File: config.mk
export PLATFORM = sky130hd
export DESIGN_NAME = countdown_manager
export DESIGN_NICKNAME = d
export VERILOG_FILES = /design/src/rtl/countdown_manager.sv
export SDC_FILE = /design/constraint.sdc
export NUM_CORES = 1
export LEC_CHECK = 0
export CAP_MARGIN = 0
export CORE_MARGIN = 1.5
export CORE_UTILIZATION = 55
export DETAILED_ROUTE_END_ITERATION = 10
export GPL_TIMING_DRIVEN = 0
export PLACE_DENSITY = 0.78
export SYNTH_ARGS = -nofsm -noshare
export SYNTH_HDL_FRONTEND = slang
export SYNTH_SLANG_ARGS = --single-unit
File: constraint.sdc
create_clock -name clk -period 3.1 [get_ports clk]
set_input_delay 0.93 -clock clk [delete_from_list [all_inputs] [get_ports clk]]
set_output_delay 0.93 -clock clk [all_outputs]
set_load 0.1 [all_outputs]
File: src/rtl/countdown_manager.sv
// Countdown timer: loads a clamped MM:SS preset, decrements once per prescaled
// tick while running, and holds an alarm for ALARM_TICKS ticks after expiry.
module countdown_manager #(
  parameter int unsigned TICK_DIV    = 50000000,
  parameter int unsigned ALARM_TICKS = 5
) (
  input  logic       clk,
  input  logic       rst,
  input  logic       load,
  input  logic [5:0] set_minutes,
  input  logic [5:0] set_seconds,
  input  logic       start_stop,
  output logic [5:0] minutes,
  output logic [5:0] seconds,
  output logic       running,
  output logic       alarm,
  output logic       expired
);

  localparam int unsigned PW = $clog2(TICK_DIV);
  localparam int unsigned AW = $clog2(ALARM_TICKS + 1);
  localparam logic [PW-1:0] PRESC_LAST = PW'(TICK_DIV - 1);
  localparam logic [AW-1:0] ACNT_LAST  = AW'(ALARM_TICKS - 1);

  typedef enum logic [1:0] {
    ST_IDLE,
    ST_RUN,
    ST_PAUSE,
    ST_ALARM
  } state_t;

  state_t        state_q, state_d;
  logic [5:0]    min_d, sec_d;
  logic [PW-1:0] presc_q, presc_d;
  logic [AW-1:0] acnt_q, acnt_d;
  logic          running_d, alarm_d, expired_d;

  logic          counting, tick, value_zero, dec_zero, alarm_last;
  logic [5:0]    dec_min, dec_sec, clamp_min, clamp_sec;

  assign counting   = (state_q == ST_RUN) || (state_q == ST_ALARM);
  assign tick       = counting && (presc_q == PRESC_LAST);
  assign value_zero = (minutes == 6'd0) && (seconds == 6'd0);
  assign alarm_last = (acnt_q == ACNT_LAST);
  assign clamp_min  = (set_minutes > 6'd59) ? 6'd59 : set_minutes;
  assign clamp_sec  = (set_seconds > 6'd59) ? 6'd59 : set_seconds;

  // NOTE: every always_comb output gets a default first, so no path leaves a
  // variable unassigned and no latch can be inferred.
  always_comb begin
    dec_min = minutes;
    dec_sec = seconds;
    if (seconds != 6'd0) begin
      dec_sec = seconds - 6'd1;
    end else if (minutes != 6'd0) begin
      dec_min = minutes - 6'd1;
      dec_sec = 6'd59;
    end
  end

  assign dec_zero = (dec_min == 6'd0) && (dec_sec == 6'd0);

  // NOTE: sequential state uses non-blocking assignments so all flops sample
  // the pre-edge values regardless of process ordering.
  always_ff @(posedge clk or posedge rst) begin
    if (rst) begin
      state_q <= ST_IDLE;
    end else begin
      state_q <= state_d;
    end
  end

  // Load overrides everything; expiry wins over a simultaneous pause request.
  always_comb begin
    state_d = state_q;
    if (load) begin
      state_d = ST_IDLE;
    end else begin
      unique case (state_q)
        ST_IDLE:  if (start_stop && !value_zero) state_d = ST_RUN;
        ST_RUN: begin
          if (tick && dec_zero)   state_d = ST_ALARM;
          else if (!start_stop)   state_d = ST_PAUSE;
        end
        ST_PAUSE: if (start_stop) state_d = ST_RUN;
        ST_ALARM: if (tick && alarm_last) state_d = ST_IDLE;
        default:  state_d = ST_IDLE;
      endcase
    end
  end

  always_comb begin
    min_d     = minutes;
    sec_d     = seconds;
    presc_d   = presc_q;
    acnt_d    = acnt_q;
    if (load) begin
      min_d   = clamp_min;
      sec_d   = clamp_sec;
      presc_d = '0;
      acnt_d  = '0;
    end else begin
      if (counting) presc_d = tick ? '0 : presc_q + 1'b1;
      if (state_q == ST_RUN && tick) begin
        min_d = dec_min;
        sec_d = dec_sec;
      end
      if (state_q == ST_ALARM && tick) acnt_d = alarm_last ? '0 : acnt_q + 1'b1;
    end
    running_d = (state_d == ST_RUN);
    alarm_d   = (state_d == ST_ALARM);
    expired_d = !load && (state_q == ST_RUN) && tick && dec_zero;
  end

  always_ff @(posedge clk or posedge rst) begin
    if (rst) begin
      minutes <= '0;
      seconds <= '0;
      presc_q <= '0;
      acnt_q  <= '0;
      running <= 1'b0;
      alarm   <= 1'b0;
      expired <= 1'b0;
    end else begin
      minutes <= min_d;
      seconds <= sec_d;
      presc_q <= presc_d;
      acnt_q  <= acnt_d;
      running <= running_d;
      alarm   <= alarm_d;
      expired <= expired_d;
    end
  end

endmodule

### After elaboration in Yosys (flattened, before gate mapping)

Cells that the tools add are included.

| word-level totals | value |
|---|---|
| flip-flop bits (word level) | 46 |
| output and inout port bits | 15 |

| cells by class | value |
|---|---|
| $add $sub $neg | 4 |
| magnitude comparators | 2 |
| equal/unequal tests | 7 |
| mux-type cells | 23 |
| reduce and logical (&&, ||, !) cells | 24 |

Operator list:

| kind | number |
|---|---|
| $mux W26 | 3 |
| $mux W6 | 10 |
| $add A26 B1 Y26 const B | 1 |
| $eq A26 B26 Y1 const B | 1 |
| $logic_not A6 Y1 | 4 |
| $gt A6 B6 Y1 const B | 2 |
| $mux W2 | 6 |
| $reduce_bool A6 Y1 | 2 |
| $sub A6 B1 Y6 const B | 2 |
| $logic_and A1 B1 Y1 | 11 |
| $mux W3 | 3 |
| $pmux W2 S4 | 1 |
| $eq A2 B2 Y1 const B | 3 |
| $reduce_bool A2 Y1 | 3 |
| $eq A2 B1 Y1 const B | 2 |
| $add A3 B1 Y3 const B | 1 |
| $eq A3 B3 Y1 const B | 1 |
| $logic_not A1 Y1 | 2 |
| $logic_not A2 Y1 | 1 |
| $logic_or A1 B1 Y1 | 1 |

### Logic depth before layout (Yosys ltp)

Gate-level depths: netlist (run 1).

| logic depth | value |
|---|---|
| word-level depth | 10 |
| gate-level depth with buffers | 9 |
| depth with buffers taken out | 8 |

### Worst setup path before layout (run 1)

Ideal clock, no wire load.

| timing | value |
|---|---|
| kind | register -> register |
| start point | reg minutes[1] |
| end point | reg state_q[1] |
| library setup time | 0.094 ns |
| arrival | 2.890 ns |
| path slack | 0.116 ns |
| cell stages (with the launch flop) | 9 |
| path through | dfrtp_1 -> inv_1 -> ha_1 -> or4b_4 -> or2_4 -> a311o_1 -> a2111oi_4 -> a31oi_1 -> a211oi_1 |

| between the ends | value |
|---|---|
| word-level cells in the longest chain between the ends | 9 |
| elaborated cells on any way between the ends | 18 |
| classes of those cells | add/sub: 1; mux: 8; reduce/logical: 9 |

Ends and longest elaborated chain:

| item | RTL line | RTL |
|---|---|---|
| start: declaration | 13 | `output logic [5:0] minutes,` |
| start signal: assignment | 125 | `minutes <= min_d;` |
| $sub A6 B1 Y6 or $reduce_bool A6 Y1 (tied branches) | 56, 55 |  |
| $mux W6 | 55 | `end else if (minutes != 6'd0) begin` |
| $mux W6 | 53 | `if (seconds != 6'd0) begin` |
| $logic_not A6 Y1 | 61 | `assign dec_zero = (dec_min == 6'd0) && (dec_sec == 6'd0);` |
| $logic_and A1 B1 Y1 | 61 |  |
| $logic_and A1 B1 Y1 | 82 | `if (tick && dec_zero) state_d = ST_ALARM;` |
| $mux W2 | 82 |  |
| $pmux W2 S4 * | 79 | `unique case (state_q)` |
| $mux W2 * | 76 | `if (load) begin` |
| named net state_d[1] | 32 | `state_t state_q, state_d;` |
| end signal: assignment | 69 | `state_q <= state_d;` |
| end: declaration | 32 |  |

Mark *: on every way through the listed nets, which the timed path passes. The rest lies on a longest branch.
A chain may end at the register's enable or synchronous reset.

### Worst setup path in the final report (run 1)

| timing | value |
|---|---|
| start point | reg seconds[2] |
| end point | out seconds[2] |

RTL lines:

| item | RTL line | RTL |
|---|---|---|
| start: declaration | 14 | `output logic [5:0] seconds,` |
| start signal: assignment | 118 | `seconds <= '0;` |
| start signal: assignment | 126 | `seconds <= sec_d;` |

No word-level cell between the ends.

==> results of run 1 <==
==> how the worst max path moves through the flow <==
stage / start / endpoint / slack (ns) / cells past startpoint
after floorplan: minutes[1]$_DFFE_PP0P_ / state_q[1]$_DFF_PP0_ / 0.12 / 8
after global placement: rst / alarm$_DFF_PP0_ / 0.16 / 2
after detailed placement: load / presc_q[25]$_DFFE_PP0P_ / 0.24 / 7
after CTS: seconds[2]$_DFFE_PP0P_ / seconds[2] / 0.18 / 1
after global routing: seconds[2]$_DFFE_PP0P_ / seconds[2] / 0.11 / 1
final: seconds[2]$_DFFE_PP0P_ / seconds[2] / 0.17 / 1
==> Yosys cell counts (4+ instances only) <==
library cell  instances
nand4_1              11
o21ai_0              13
nor3_1               12
nor3b_1               4
xnor2_1               9
or3_1                 5
xor2_1               16
nor2b_1               4
mux2i_1               4
clkbuf_1              7
ha_1                  6
dfrtp_1              46
and4_1                5
nand2_1              28
nor2_1               47
a31oi_1               4
inv_1                12
nand3_1              21
nand3b_1              4
nand2b_1              4
nor4b_1               4
a21oi_1              18
==> report_power, final <==
part	switching (mW)	internal (mW)
registers	0.0243	0.616
logic	0.218	0.0939
clock network	0.193	0.155
==> flip-flops by register name, summed over array words and instances (netlist names) <==
register and cells:
acnt_q 3, minutes 6, presc_q 26, seconds 6
alarm 1, running 1, state_q 2, expired 1
==> placed cells by master (no fill, tap or decap), types with 2 or more instances in the layout <==
cell	n
o21ai_0	13
o21bai_1	2
nor3b_1	4
clkbuf_1	8
xor2_1	16
nor2_1	47
nand2b_1	4
and4_1	5
nor4b_1	4
or3_1	5
nand3b_1	4
a31oi_1	4
nor2b_1	4
buf_1	3
mux2i_1	4
nand2_1	28
nand3_1	21
clkdlybuf4s50_1	29
o311ai_0	2
inv_1	11
ha_1	6
buf_4	2
xnor2_1	9
mux2_2	3
dfrtp_1	46
or4_1	2
nand4_1	11
nor3_1	12
or2_2	2
clkbuf_8	5
a21oi_1	18
a22oi_1	2
==> logic make-up (layout without fill, tap and decap cells) <==
logic type / count (synthesis) / in the layout / share of synthesized area [%]
simple gates: 165 / 165 / 30.41
compound gates: 55 / 55 / 12.84
flops: 46 / 46 / 40.19
buf+inv: 26 / 63 / 3.713
xor+xnor: 25 / 25 / 7.645
mux: 7 / 7 / 2.578
fa+ha+maj: 6 / 6 / 2.621
==> metrics by stage <==
step                      instance area [um2]  total power, mW  hold slack (ns)  setup slack, ns  std cells
after floorplan                          2864           0.8730           0.5049           0.1161        330
after CTS                                3342            1.309           0.5527           0.1812        437
final                                    3342            1.300           0.5452           0.1657        437
after global routing                     3342            1.360           0.5815           0.1051        437
after detailed placement                 3262           0.9625           0.5413           0.2394        430
after global placement                   3242           0.9549           0.5225           0.1607        429
==> layout make-up <==
class                      count  area [um2]
multi-input combinational    258        1607
tap                           70       87.58
timing repair buffer          30       310.3
fill                         448        1733
inverter                      13       48.80
clock buffer                   6       72.57
buffer                        13       57.56
sequential                    46        1151
clock inverter                 1       7.507
==> per-layer routing <==
metal / vias to the layer above / track usage, % / part of all wire (%)
met4: 0 / 7.143 / 1.9
met5: - / 0 / 0
met1: 1206 / 33.85 / 46
met2: 99 / 39.63 / 46
met3: 17 / 4.016 / 5.2
li1: 1252 / - / -
==> metrics.txt, run 1 <==
status=finished, final reports clean; vias per cell=5.890; Post-DRT Antenna Nets=0; Worst setup SP type=flop; largest net degree at the start of global routing=36; Area contributors post-synth=dfrtp_1 (40%), nor2_1 (6.2%), xor2_1 (4.9%); Post CTS Setup Buffer Count=0; # diodes=0; Max Fanout on Critical Path=9; yosys warns=0; WL final=6.374 mm; grt ovf=0; HP Start=acnt_q[1]$_DFFE_PP0P_; PortBufs=29; DRT Pass-1 Iters=5; via count=2574; cell taking the most area after synthesis=dfrtp_1; die height=75.16 um; fmax=340.8 MHz; TritonCTS Buffers=5; Max transition margin=34.54%; Main synth FF type=dfrtp_1; Clock Path Buffers=2; clk_skew=0.006996 ns; r2r setup slk=0.22 ns; GP Congestion=0.8937; post-synth top area share=40.19%; Worst Max-Slew Pin Slew=0.9788 ns; Root Driver=clkbuf_8; nets=389; H-Tree Level Count=2; Cell Area, Synth=0.002864 mm2; Die W=75.16 um; fin crit share=94.65%; clock slew at reported path FFs=0.08 ns; WP data arrival=2.00 ns; Max Slew Vio Count=0; R2R Path End=running$_DFF_PP0_; flops & latches, synth=46; first-pass GRT wire length=10.47 mm; setup TNS=0 ns; Slowest cell on crit path=clkdlybuf4s50_1; PD cells=389.0 mW/mm2; Final setup viols=0; hpwl dp=4.718 mm; initial DRC count=234; Post-synth EDFFs=0; min cycle time layout=2.934 ns; crit path capture type=primary output; Finished Core Util=65.85%; vias in the first global route=2306; Worst Hold End=acnt_q[1]$_DFFE_PP0P_; worst skew pair latency=0.30 ns; Top Ports=31; worst hold path depth=2; critical path, cell by cell=clkdlybuf4s50_1; Data required, critical path=2.17 ns; distinct cell type count after synthesis=58; die area=0.005649 mm2; R2R depth=8; post-cts sizing count=0; TritonCTS clock tree=built; syn nets=352; initial antenna violation count=0; post-synthesis sequential area ratio=40.19%; CP Buf/Inv Count=1; MaxCap Viol Count=0; drt drc=0; slowest cell delay on critical path=1.19 ns; RSZ-0062 raised after global routing=false; syn avg cell area=8.679 um2; Syn Inst Count=330; WS Path Type=reg2out; Area Growth Syn to Fin=16.69%; Starting Density=56.43%; core area=0.005075 mm2; Rows=26; overall routing resource usage=24.39%; Worst IR Drop VDD=0.2471 mV; Final Hold Fails=0; fraction of registers with async set/reset=100.0%; clock sinks=46; Routed WL per cell=14.59 um; Hold-fix buffers, CTS=0; Static Leakage=1.316 nW; layout cells sized above 1=6.540%; reg2reg start=minutes[0]$_DFFE_PP0P_; delay-heaviest family, CP=buffers and inverters; hold crit path type=reg2reg
Note: power is estimated with default switching activity, not from simulation.
==> run 2, diff against run 1 <==
- REMOVE_ABC_BUFFERS: default -> 1
==> metrics.txt, run 2 (synthesis gave the netlist of run 1 again) <==
status=finished, final reports clean; initial DRC count=278 (+19%); final non-filler cell total=426 (-2.5%); Regs by FF count=presc_q: 26 flops, minutes: 6 flops, seconds: 6 flops; Switching Fraction=33.15% (-0.31 points); Flop pwr share=47.9% (-1.4 points); Static Leakage=1.311 nW (-0.38%); Biggest register=presc_q; vias per cell=5.934 (+0.75%); Root Driver=clkbuf_8; overall routing resource usage=25.05% (+0.66 points); Area Growth Syn to Fin=15.81%; PortBufs=30 (+3.4%); hold crit path type=reg2reg; drt drc=0 (unchanged); clock sinks=46 (unchanged); layout cells sized above 1=7.022% (+0.48 points); Hold-fix buffers, CTS=0 (unchanged); Final Hold Fails=0 (unchanged); delay-heaviest family, CP=buffers and inverters; Max Fanout on Critical Path=10 (+1); Rows=26 (unchanged); RSZ-0062 raised after global routing=false; min cycle time layout=2.983 ns (+0.04898 ns); largest net degree at the start of global routing=32 (-11%); Power Total=1.360 mW (+4.6%); core area=0.005075 mm2 (unchanged); initial antenna violation count=0 (unchanged); DRT Pass-1 Iters=5 (unchanged); nets=377 (-3.1%); Slowest cell on crit path=clkdlybuf4s50_1; clock power share=30.5% (+3.8 points); MaxCap Viol Count=0 (unchanged); placed instance count=418 (-2.8%); crit path capture type=primary output; max FFs per register=26 (unchanged); clock slew at reported path FFs=0.09 ns (about the same); Worst IR Drop VDD=0.3050 mV (+23%); PD cells=410.0 mW/mm2 (+5.4%); placed instance area=0.003214 mm2 (-1.5%); Finished Cell Area=0.003317 mm2 (-0.75%); Top Ports=31 (unchanged); Data required, critical path=2.17 ns (about the same); Post-DRT Antenna Nets=0 (unchanged); commonest cells after routing, fill and taps aside=nor2_1 (47), dfrtp_1 (46), clkdlybuf4s50_1 (29), nand2_1 (27), nand3_1 (21); die area=0.005649 mm2 (unchanged); fmax=335.2 MHz (-1.6%); WL final=6.438 mm (+1.0%); clk_skew=0.009003 ns (+0.002008 ns); critical path, cell by cell=clkdlybuf4s50_1; H-Tree Level Count=2 (unchanged); grt ovf=0 (unchanged); GP Congestion=0.9101 (+1.8%); first-pass GRT wire length=10.81 mm (+3.2%); hpwl dp=4.568 mm (-3.2%); multi-input logic area=0.001609 mm2 (+0.16%); Max Slew Vio Count=0 (unchanged); commonest non-fill, non-tap cell in the layout=nor2_1; P_sw=0.4509 mW (+3.7%); Starting Density=56.43% (unchanged); Worst setup SP type=flop; die height=75.16 um (unchanged); via count=2528 (-1.8%); TritonCTS clock tree=built; fin crit share=96.23% (+1.6 points); Clock Path Buffers=2 (unchanged); Routed WL per cell=15.11 um (+3.6%); Power Internal=0.9092 mW (+5.1%); Worst Max-Slew Pin Slew=0.9781 ns (-0.0007456 ns); vias in the first global route=2341 (+1.5%); WP data arrival=2.05 ns (+0.05 ns); Die W=75.16 um (unchanged); slowest cell delay on critical path=1.20 ns (about the same); Max transition margin=34.59% (+0.050 points); Worst Hold Margin=0.5600 ns (+0.01475 ns); Register Area=0.001151 mm2 (unchanged); # diodes=0 (unchanged); Comb pwr share=21.6% (-2.4 points); Post CTS Setup Buffer Count=0 (unchanged); WS Path Type=reg2out; CP Buf/Inv Count=1 (unchanged); Fillers=452 (+0.89%); TritonCTS Buffers=5 (unchanged); Final setup viols=0 (unchanged); worst skew pair latency=0.30 ns (about the same)
[run 2: timing repair]
item	CTS	global route
pin swaps	0	0
resized for setup	2	2
endpoints found under the setup margin	22	22
[run 2: power by group through the flow]
stage	Combinational, mW	Sequential [mW]	Clock [mW]
6_report	0.294	0.651	0.415
5_1_grt	0.313	0.657	0.446
4_1_cts	0.293	0.650	0.428
3_5_place_dp	0.293	0.662	0
3_3_place_gp	0.285	0.661	0
2_1_floorplan	0.0966	0.766	0
[run 2: metrics by stage]
step / util [%] / setup TNS [ns] / setup slack (ns)
6_report: 65.36 / 0 / 0.1168
5_1_grt: 65.36 / 0 / 0.02162
4_1_cts: 65.41 / 0 / 0.01022
3_5_place_dp: 63.34 / -11.92 / -0.6230
3_3_place_gp: 62.94 / -12.15 / -0.6050
2_1_floorplan: - / 0 / 0.1136
[run 2: final timing paths]
path                                              from                     end  slack, ns  cells past startpoint
worst max-delay path            seconds[3]$_DFFE_PP0P_              seconds[3]       0.12                      1
worst min-delay path             acnt_q[0]$_DFFE_PP0P_   acnt_q[0]$_DFFE_PP0P_       0.56                      2
worst max register to register  minutes[0]$_DFFE_PP0P_       running$_DFF_PP0_       0.32                      8
worst min register to register   acnt_q[0]$_DFFE_PP0P_   acnt_q[0]$_DFFE_PP0P_       0.56                      2
max in group asynchronous                          rst  seconds[2]$_DFFE_PP0P_       1.71                      3
min in group asynchronous                          rst  presc_q[2]$_DFFE_PP0P_       0.91                      2
[run 2: layer usage]
layer	vias to the layer above	track usage, %	wire (um)
met3	13	3.481	349
met5	-	0	0
li1	1231	-	-
met1	1185	36.45	3064
met4	0	9.722	108
met2	99	37.95	2915
[run 2: layout make-up]
| class | instances | share of cell area (%) |
|---|---|---|
| Clock buffer | 7 | 2.905 |
| Clock inverter | 1 | 0.2641 |
| Inverter | 13 | 1.471 |
| Multi-Input combinational cell | 258 | 48.51 |
| Sequential cell | 46 | 34.70 |
| Tap cell | 70 | 2.641 |
| Timing Repair Buffer | 31 | 9.506 |
==> run 3, diff against run 2 <==
- PLACE_DENSITY: 0.78 -> default
- PLACE_DENSITY_LB_ADDON: default -> 0.08
==> metrics.txt, run 3 (synthesis gave the netlist of run 1 again) <==
Slowest cell on crit path=clkdlybuf4s50_1; Final Hold Fails=0 (unchanged); drt drc=0 (unchanged); Worst setup SP type=flop; delay-heaviest family, CP=buffers and inverters; placed instance count=418 (unchanged); stages on the worst setup path=1 (unchanged); vias per cell=5.808 (-2.1%); Die W=75.16 um (unchanged); fin crit share=97.03% (+0.80 points); Rows=26 (unchanged); Regs by FF count=presc_q: 26 flops, minutes: 6 flops, seconds: 6 flops; H-Tree Level Count=2 (unchanged); TritonCTS Buffers=5 (unchanged); core area=0.005075 mm2 (unchanged); Post-DRT Antenna Nets=0 (unchanged); Crit. Startpoint=minutes[2]$_DFFE_PP0P_; Data required, critical path=2.17 ns (about the same); TritonCTS clock tree=built; final non-filler cell total=426 (unchanged); R2R depth=6 (-2); Area Growth Syn to Fin=15.99%; Starting Density=56.43% (unchanged); WS Path Type=reg2out; clock slew at reported path FFs=0.08 ns (about the same); MaxCap Viol Count=0 (unchanged); Root Driver=clkbuf_8; hpwl dp=4.541 mm (-0.61%); layout cells sized above 1=6.742% (-0.28 points); initial DRC count=247 (-11%); WL final=6.285 mm (-2.4%); grt ovf=0 (unchanged); Top Ports=31 (unchanged); Power Total=1.398 mW (+2.8%); Flop pwr share=46.6% (-1.3 points); r2r setup slk=0.30 ns (-0.02 ns); commonest non-fill, non-tap cell in the layout=nor2_1; largest net degree at the start of global routing=34 (+6.3%); vias in the first global route=2196 (-6.2%); first-pass GRT wire length=10.31 mm (-4.6%); slowest cell delay on critical path=1.20 ns (about the same); die area=0.005649 mm2 (unchanged); die height=75.16 um (unchanged); Clock Path Buffers=2 (unchanged); worst skew pair latency=0.30 ns (about the same); clock sinks=46 (unchanged); DRT Pass-1 Iters=4 (-1); Static Leakage=1.315 nW (+0.31%); Worst Max-Slew Pin Slew=0.9668 ns (-0.01132 ns); RSZ-0062 raised after global routing=false; PD cells=420.7 mW/mm2 (+2.6%); Power Internal=0.9463 mW (+4.1%); worst hold path depth=2 (unchanged); Biggest register=presc_q; initial antenna violation count=0 (unchanged); clk_skew=0.008287 ns (-0.0007163 ns); Worst IR Drop VDD=0.2474 mV (-19%); Hold-fix buffers, CTS=0 (unchanged); final worst slack=0.09201 ns (-0.02475 ns); Comb pwr share=20.8% (-0.8 points); Switching Fraction=32.30% (-0.86 points); status=finished, final reports clean; PortBufs=30 (unchanged); fmax=332.4 MHz (-0.82%); Post CTS Setup Buffer Count=0 (unchanged); clock power share=32.5% (+2.0 points); pre-CTS setup slack=-0.6289 ns (-0.005924 ns); HP Start=acnt_q[0]$_DFFE_PP0P_; P_sw=0.4514 mW (+0.11%); Final setup viols=0 (unchanged); commonest cells after routing, fill and taps aside=nor2_1 (47), dfrtp_1 (46), clkdlybuf4s50_1 (29), nand2_1 (28), nand3_1 (21); WP data arrival=2.08 ns (+0.03 ns); Max transition margin=35.35% (+0.76 points); Max Fanout on Critical Path=12 (+2); GP Congestion=0.9559 (+5.0%); via count=2474 (-2.1%); crit path capture type=primary output; reg2reg start=state_q[0]$_DFF_PP0_; critical path, cell by cell=clkdlybuf4s50_1; Max Slew Vio Count=0 (unchanged); CP Buf/Inv Count=1 (unchanged); hold crit path type=reg2reg; nets=377 (unchanged); max FFs per register=26 (unchanged); overall routing resource usage=23.64% (-1.4 points); Routed WL per cell=14.75 um (-2.4%); Finished Core Util=65.46% (+0.099 points); # diodes=0 (unchanged); min cycle time layout=3.008 ns (+0.02475 ns)
## run 3: what timing repair did
action	4_1_cts	5_1_grt
cloned	0	0
resized for setup	2	1
setup endpoints to repair	22	22
## run 3: routing by layer
layer  global-route usage (%)  vias to the layer above  part of all wire, %
li1                         -                     1231                    -
met1                    35.48                     1191                   51
met2                    35.59                       47                   45
met3                    4.016                        5                  3.5
met4                    5.952                        0                 0.99
met5                        0                        -                    0
## run 3: through the flow
stage                     instance area (um2)  hold WS, ns  setup TNS, ns
after CTS                                3327       0.5590              0
after global placement                   3194       0.5262         -12.12
after floorplan                          2806       0.5049              0
after global routing                     3322       0.5944              0
final                                    3322       0.5547              0
after detailed placement                 3214       0.5455         -12.47
## run 3: area by class of cell
| class | count | area (um2) |
|---|---|---|
| fill | 455 | 1753 |
| sequential | 46 | 1151 |
| tap | 70 | 87.58 |
| inverter | 13 | 48.80 |
| timing repair buffer | 31 | 315.3 |
| multi-input combinational | 258 | 1607 |
| clock buffer | 5 | 68.82 |
| clock inverter | 3 | 43.79 |
## run 3: worst paths after layout
kind                                           end
setup / recovery                        minutes[2]
hold / removal               acnt_q[0]$_DFFE_PP0P_
setup reg to reg            minutes[5]$_DFFE_PP0P_
hold reg to reg              acnt_q[0]$_DFFE_PP0P_
max in group asynchronous  presc_q[20]$_DFFE_PP0P_
min in group asynchronous   presc_q[0]$_DFFE_PP0P_
## run 3: power groups by stage
stage               Combinational, mW  Clock, mW  Sequential [mW]
CTS                             0.293      0.466            0.651
global route                    0.312      0.488            0.657
finish                          0.291      0.455            0.652
global placement                0.286          0            0.662
detailed placement              0.292          0            0.663
floorplan                      0.0966          0            0.766
